File: src/rtl/twos_comp_seq_if.sv
// Operand/result handshake bundle for twos_comp_seq: operand side, result side, phase pulses.
// The master drives the operand and out_ready; the slave (the complementer) drives everything else.
interface twos_comp_seq_if #(
  parameter int N_BITS = 8
);
  localparam int PULSES = N_BITS + 1;

  logic [N_BITS-1:0] B;
  logic [1:0]        mode;
  logic              in_valid;
  logic              in_ready;
  logic [N_BITS-1:0] Bbar;
  logic              ovf;
  logic              out_valid;
  logic              out_ready;
  logic [PULSES-1:0] T;
  logic              busy;

  modport master (
    output B, mode, in_valid, out_ready,
    input  in_ready, Bbar, ovf, out_valid, T, busy
  );

  modport slave (
    input  B, mode, in_valid, out_ready,
    output in_ready, Bbar, ovf, out_valid, T, busy
  );
endinterface

File: src/rtl/twos_comp_seq.sv
// Bit-serial ones/twos/pass/abs complementer, LSB first; result N_BITS+1 edges after accept.
// One operand per IDLE visit; the result is held in DONE until out_ready, and in_ready is low meanwhile.
module twos_comp_seq #(
  parameter int N_BITS = 8
) (
  input logic            clk,
  input logic            rst,
  twos_comp_seq_if.slave bus
);
  localparam int PULSES = N_BITS + 1;
  localparam int IW = (N_BITS > 1) ? $clog2(N_BITS) : 1;
  localparam logic [IW-1:0] LAST = IW'(N_BITS - 1);
  localparam logic [1:0] M_ONES = 2'd0;
  localparam logic [1:0] M_TWOS = 2'd1;
  localparam logic [1:0] M_PASS = 2'd2;
  localparam logic [1:0] M_ABS  = 2'd3;

  typedef enum logic [1:0] {IDLE, CLEAR, PROC, DONE} state_t;

  state_t            state;
  logic [N_BITS-1:0] op;
  logic [N_BITS-1:0] res;
  logic [1:0]        eff;
  logic              seen;
  logic [IW-1:0]     idx;
  logic [PULSES-1:0] t;
  logic              in_rdy;
  logic              out_vld;
  logic              ovf_q;
  logic              busy_q;
  logic              bit_b;
  logic              bit_r;

  always_comb begin
    bit_b = op[idx];
    bit_r = bit_b;
    case (eff)
      M_ONES:  bit_r = ~bit_b;
      M_TWOS:  bit_r = seen ? ~bit_b : bit_b;
      default: bit_r = bit_b;
    endcase
  end

  always_ff @(posedge clk) begin
    if (rst) begin
      state   <= IDLE;
      op      <= '0;
      res     <= '0;
      eff     <= M_PASS;
      seen    <= 1'b0;
      idx     <= '0;
      t       <= '0;
      in_rdy  <= 1'b1;
      out_vld <= 1'b0;
      ovf_q   <= 1'b0;
      busy_q  <= 1'b0;
    end else begin
      case (state)
        IDLE: begin
          if (bus.in_valid && in_rdy) begin
            op <= bus.B;
            // abs collapses to twos or pass here so PROC only sees three modes
            if (bus.mode == M_ABS)
              eff <= bus.B[N_BITS-1] ? M_TWOS : M_PASS;
            else
              eff <= bus.mode;
            state  <= CLEAR;
            t      <= PULSES'(1);
            in_rdy <= 1'b0;
            busy_q <= 1'b1;
          end
        end
        CLEAR: begin
          res   <= '0;
          seen  <= 1'b0;
          idx   <= '0;
          ovf_q <= 1'b0;
          t     <= PULSES'(2);
          state <= PROC;
        end
        PROC: begin
          res[idx] <= bit_r;
          if (bit_b) seen <= 1'b1;
          if (idx == LAST) begin
            state   <= DONE;
            t       <= '0;
            busy_q  <= 1'b0;
            out_vld <= 1'b1;
            // only the most-negative operand keeps its MSB set after negation
            ovf_q   <= (eff == M_TWOS) && op[N_BITS-1] && bit_r;
          end else begin
            idx <= idx + 1'b1;
            t   <= t << 1;
          end
        end
        DONE: begin
          if (bus.out_ready) begin
            state   <= IDLE;
            out_vld <= 1'b0;
            in_rdy  <= 1'b1;
          end
        end
        default: state <= IDLE;
      endcase
    end
  end

  assign bus.in_ready  = in_rdy;
  assign bus.Bbar      = res;
  assign bus.ovf       = ovf_q;
  assign bus.out_valid = out_vld;
  assign bus.T         = t;
  assign bus.busy      = busy_q;
endmodule

File: src/flat_wrapper.sv
// flat-port wrapper written by rule: the top's interface ports become plain ports
module twos_comp_seq_flat 
#(
  parameter int N_BITS = 8
)
  (clk, rst, bus_B, bus_mode, bus_in_valid, bus_out_ready, bus_in_ready, bus_Bbar, bus_ovf, bus_out_valid, bus_T, bus_busy);
  twos_comp_seq_if #(.N_BITS(N_BITS)) bus_i ();
  input logic clk;
  input logic rst;
  input wire logic [$bits(bus_i.B)-1:0] bus_B;
  input wire logic [$bits(bus_i.mode)-1:0] bus_mode;
  input wire logic [$bits(bus_i.in_valid)-1:0] bus_in_valid;
  input wire logic [$bits(bus_i.out_ready)-1:0] bus_out_ready;
  output wire logic [$bits(bus_i.in_ready)-1:0] bus_in_ready;
  output wire logic [$bits(bus_i.Bbar)-1:0] bus_Bbar;
  output wire logic [$bits(bus_i.ovf)-1:0] bus_ovf;
  output wire logic [$bits(bus_i.out_valid)-1:0] bus_out_valid;
  output wire logic [$bits(bus_i.T)-1:0] bus_T;
  output wire logic [$bits(bus_i.busy)-1:0] bus_busy;
  assign bus_i.B = bus_B;
  assign bus_i.mode = bus_mode;
  assign bus_i.in_valid = bus_in_valid;
  assign bus_i.out_ready = bus_out_ready;
  assign bus_in_ready = bus_i.in_ready;
  assign bus_Bbar = bus_i.Bbar;
  assign bus_ovf = bus_i.ovf;
  assign bus_out_valid = bus_i.out_valid;
  assign bus_T = bus_i.T;
  assign bus_busy = bus_i.busy;
  twos_comp_seq #(.N_BITS(N_BITS)) u_core (.clk(clk), .rst(rst), .bus(bus_i));
endmodule
File: config.mk
export PLATFORM = sky130hd
export DESIGN_NAME = twos_comp_seq_flat
export DESIGN_NICKNAME = d
export VERILOG_FILES = /design/src/rtl/twos_comp_seq_if.sv /design/src/rtl/twos_comp_seq.sv /design/src/flat_wrapper.sv
export SDC_FILE = /design/constraint.sdc
export NUM_CORES = 1
export LEC_CHECK = 0
export BUFFER_PORTS_ARGS = -buffer_cell sky130_fd_sc_hd__buf_2
export CAP_MARGIN = 20
export CORE_ASPECT_RATIO = 1.2
export CORE_UTILIZATION = 48
export CTS_BUF_LIST = sky130_fd_sc_hd__clkbuf_16
export DETAILED_ROUTE_END_ITERATION = 16
export MAX_ROUTING_LAYER = met4
export PLACE_DENSITY = 0.74
export RECOVER_POWER = 50
export SYNTH_ARGS = -nofsm -noshare
export SYNTH_HDL_FRONTEND = slang
export SYNTH_SLANG_ARGS = --single-unit
File: constraint.sdc
create_clock -name clk -period 1.9 [get_ports clk]
set_input_delay 0.38 -clock clk [delete_from_list [all_inputs] [get_ports clk]]
set_output_delay 0.38 -clock clk [all_outputs]
set_load 0.05 [all_outputs]
==> results.tsv <==
metric	value	unit
Die Y	66.3	um
synthesized area per cell	8.84	um^2
Post-synth EDFFs	0	
#FFs+latches synth	37	
postcts setup bufs	0	
Setup Viol. Count Final	0	
hold slack	0.332	ns
core area	0.00331	mm^2
Pre-Repair DR Iteration Count	4	
largest net degree at the start of global routing	38	
row cnt	23	
CTS Buf Count	5	
Clock transition at path regs	0.05	ns
static leakage power	0.821	nW
Worst VDD drop	0.771	mV
Clock Path Buffers	2	
yosys synthesis warning count	0	
Worst Setup End Kind	flip-flop	
Tmin final	1.74	ns
Post-CTS Resized	0	
Post-synth top flop	dfxtp_1	
final RePlAce weighted congestion	0.778	
antenna violation net count after detailed routing	0	
CTS tree	built	
Syn-to-layout area delta	22.6	%
I/O Pins	35	
via count	1456	
Mapped Nets	208	
post-route cell area	0.00203	mm^2
H-Tree Level Count	2	
placed cell areas	0.00188	mm^2
drt drc	0	
Clk Latency, worst-skew pair	0.28	ns
RSZ-0062 raised after global routing	false	
Total Power	2.61	mW
vias in the first global route	1430	
final net count	246	
vias per cell	5.54	
Slew HR	57.7	%
Iter 0 DRT Violations	46	
HP Class	input pin to flip-flop	
FILL cells	308	
worst path required time	2.07	ns
post-synth cell types	34	
root buf cell	clkbuf_16	
Routed WL per cell	13.1	um
commonest non-fill, non-tap cell in the layout	dfxtp_1	
Register Area	741	um^2
most frequent cells in the layout	37 x dfxtp_1, 26 x nand2_1, 25 x nor2_1	
Worst EP arrival	1.91	ns
global route overflow	0	
Final Hold Viols	0	
final worst-path cycle share	91.3	%
share of layout cells above drive strength 1	15.0	%
Worst Setup Start Kind	flip-flop	
hold buffers post-CTS	0	
worst setup path class	flip-flop to flip-flop	
Max Cap Viol	0	
Pins Over Slew Limit	0	
worst slew pin tran	0.635	ns
Sink Count	37	
Mapped Area	0.00165	mm^2
final WL	3.45	mm
crit path max fanout	9	
asr flop ratio synth	0	%
setup TNS	0	ns
starting density of the core	49.9	%
Total GRT Usage	22.0	%
n_diodes	0	
port bufs	34	
chip width	55.6	um
fmax	576	MHz
outcome	complete, no violations	
initial antenna violation count	0	
Synth Instances	187	
global-route wire length before repair	6.00	mm
Die ar.	0.00368	mm^2
PD cells	1290	mW/mm^2
post-detail-place hpwl	2.40	mm
worst clock skew	0.00279	ns
area occupied by multi-input gates	858	um^2
post-synthesis sequential area ratio	44.8	%
[path summary, 6_finish.rpt]
check / from / endpoint / slack [ns] / cells past startpoint
hold / removal: bus_B[1] / u_core.op[1] / 0.33 / 3
hold reg to reg: u_core.op[2] / u_core.op[2] / 0.46 / 2
setup / recovery: u_core.idx[0] / u_core.bus.Bbar[2] / 0.16 / 4
setup reg to reg: u_core.idx[0] / u_core.bus.Bbar[2] / 0.16 / 4
[area by class of cell]
| class | count | area share [%] |
|---|---|---|
| multi-input cells | 134 | 42.3 |
| repair buffers | 41 | 9.69 |
| clock buffers | 5 | 6.17 |
| inverters | 6 | 1.11 |
| flip-flops and latches | 37 | 36.5 |
| well taps | 37 | 2.28 |
| clock inverters | 3 | 1.85 |
[synthesized netlist by cell type, types with 2 or more instances]
library cell / n / share of area [%]
nand2b_1: 2 / 0.76
a32o_1: 8 / 4.8
nor2_1: 25 / 5.7
o21ai_0: 4 / 1.2
nor3_1: 2 / 0.61
mux4_2: 2 / 2.7
a21o_1: 2 / 0.91
nor2b_1: 5 / 1.9
and3_1: 3 / 1.1
a22oi_1: 9 / 4.1
nand3_1: 7 / 2.1
ha_1: 7 / 5.3
inv_1: 6 / 1.4
a21oi_1: 16 / 4.8
dfxtp_1: 37 / 45
mux2i_1: 2 / 1.2
clkbuf_1: 8 / 1.8
nand2_1: 26 / 5.9
[power by group]
group	internal [mW]	switching (mW)	leakage [nW]
logic	0.256	0.483	0.438
clock network	0.609	0.307	0.0826
registers	0.873	0.0831	0.301
[worst max-delay path, cell delays in order, from the launching register on]
cell and delay, ns:
dfxtp_1 0.44, mux4_2 0.56, mux2i_4 0.19, xnor2_2 0.18, a32o_1 0.25
[cell families after synthesis]
family,Yosys count,synth area share (%)
buf+inv,16,3.71
mux,6,5.98
flops,37,44.8
fa+ha+maj,7,5.30
compound gates,45,18.9
xor+xnor,1,0.984
simple gates,75,20.4
[registers in the layout, indices dropped and copies added, names as in the netlist]
signal	flops
u_core.bus.Bbar	8
u_core.bus.out_valid	1
u_core.bus.ovf	1
u_core.op	8
u_core.bus.busy	1
u_core.eff	2
u_core.bus.in_ready	1
u_core.state	2
u_core.bus.T	9
u_core.seen	1
u_core.idx	3
[through the flow]
stage                     setup slack [ns]  utilization (%)  std cells
after floorplan                      0.130                -        187
after global placement               0.166             56.9        255
after detailed placement             0.149             56.9        255
after CTS                            0.138             61.8        263
after global routing                0.0190             61.2        263
final                                0.165             61.2        263
[layer usage]
layer,GRT usage (%),vias to the layer above,wire length (um)
met4,15.0,0,115
met3,5.48,11,155
li1,-,733,-
met2,37.3,35,1620
met1,22.6,677,1560
met5,-,-,0
No activity file was read; power rests on OpenSTA's default activity.
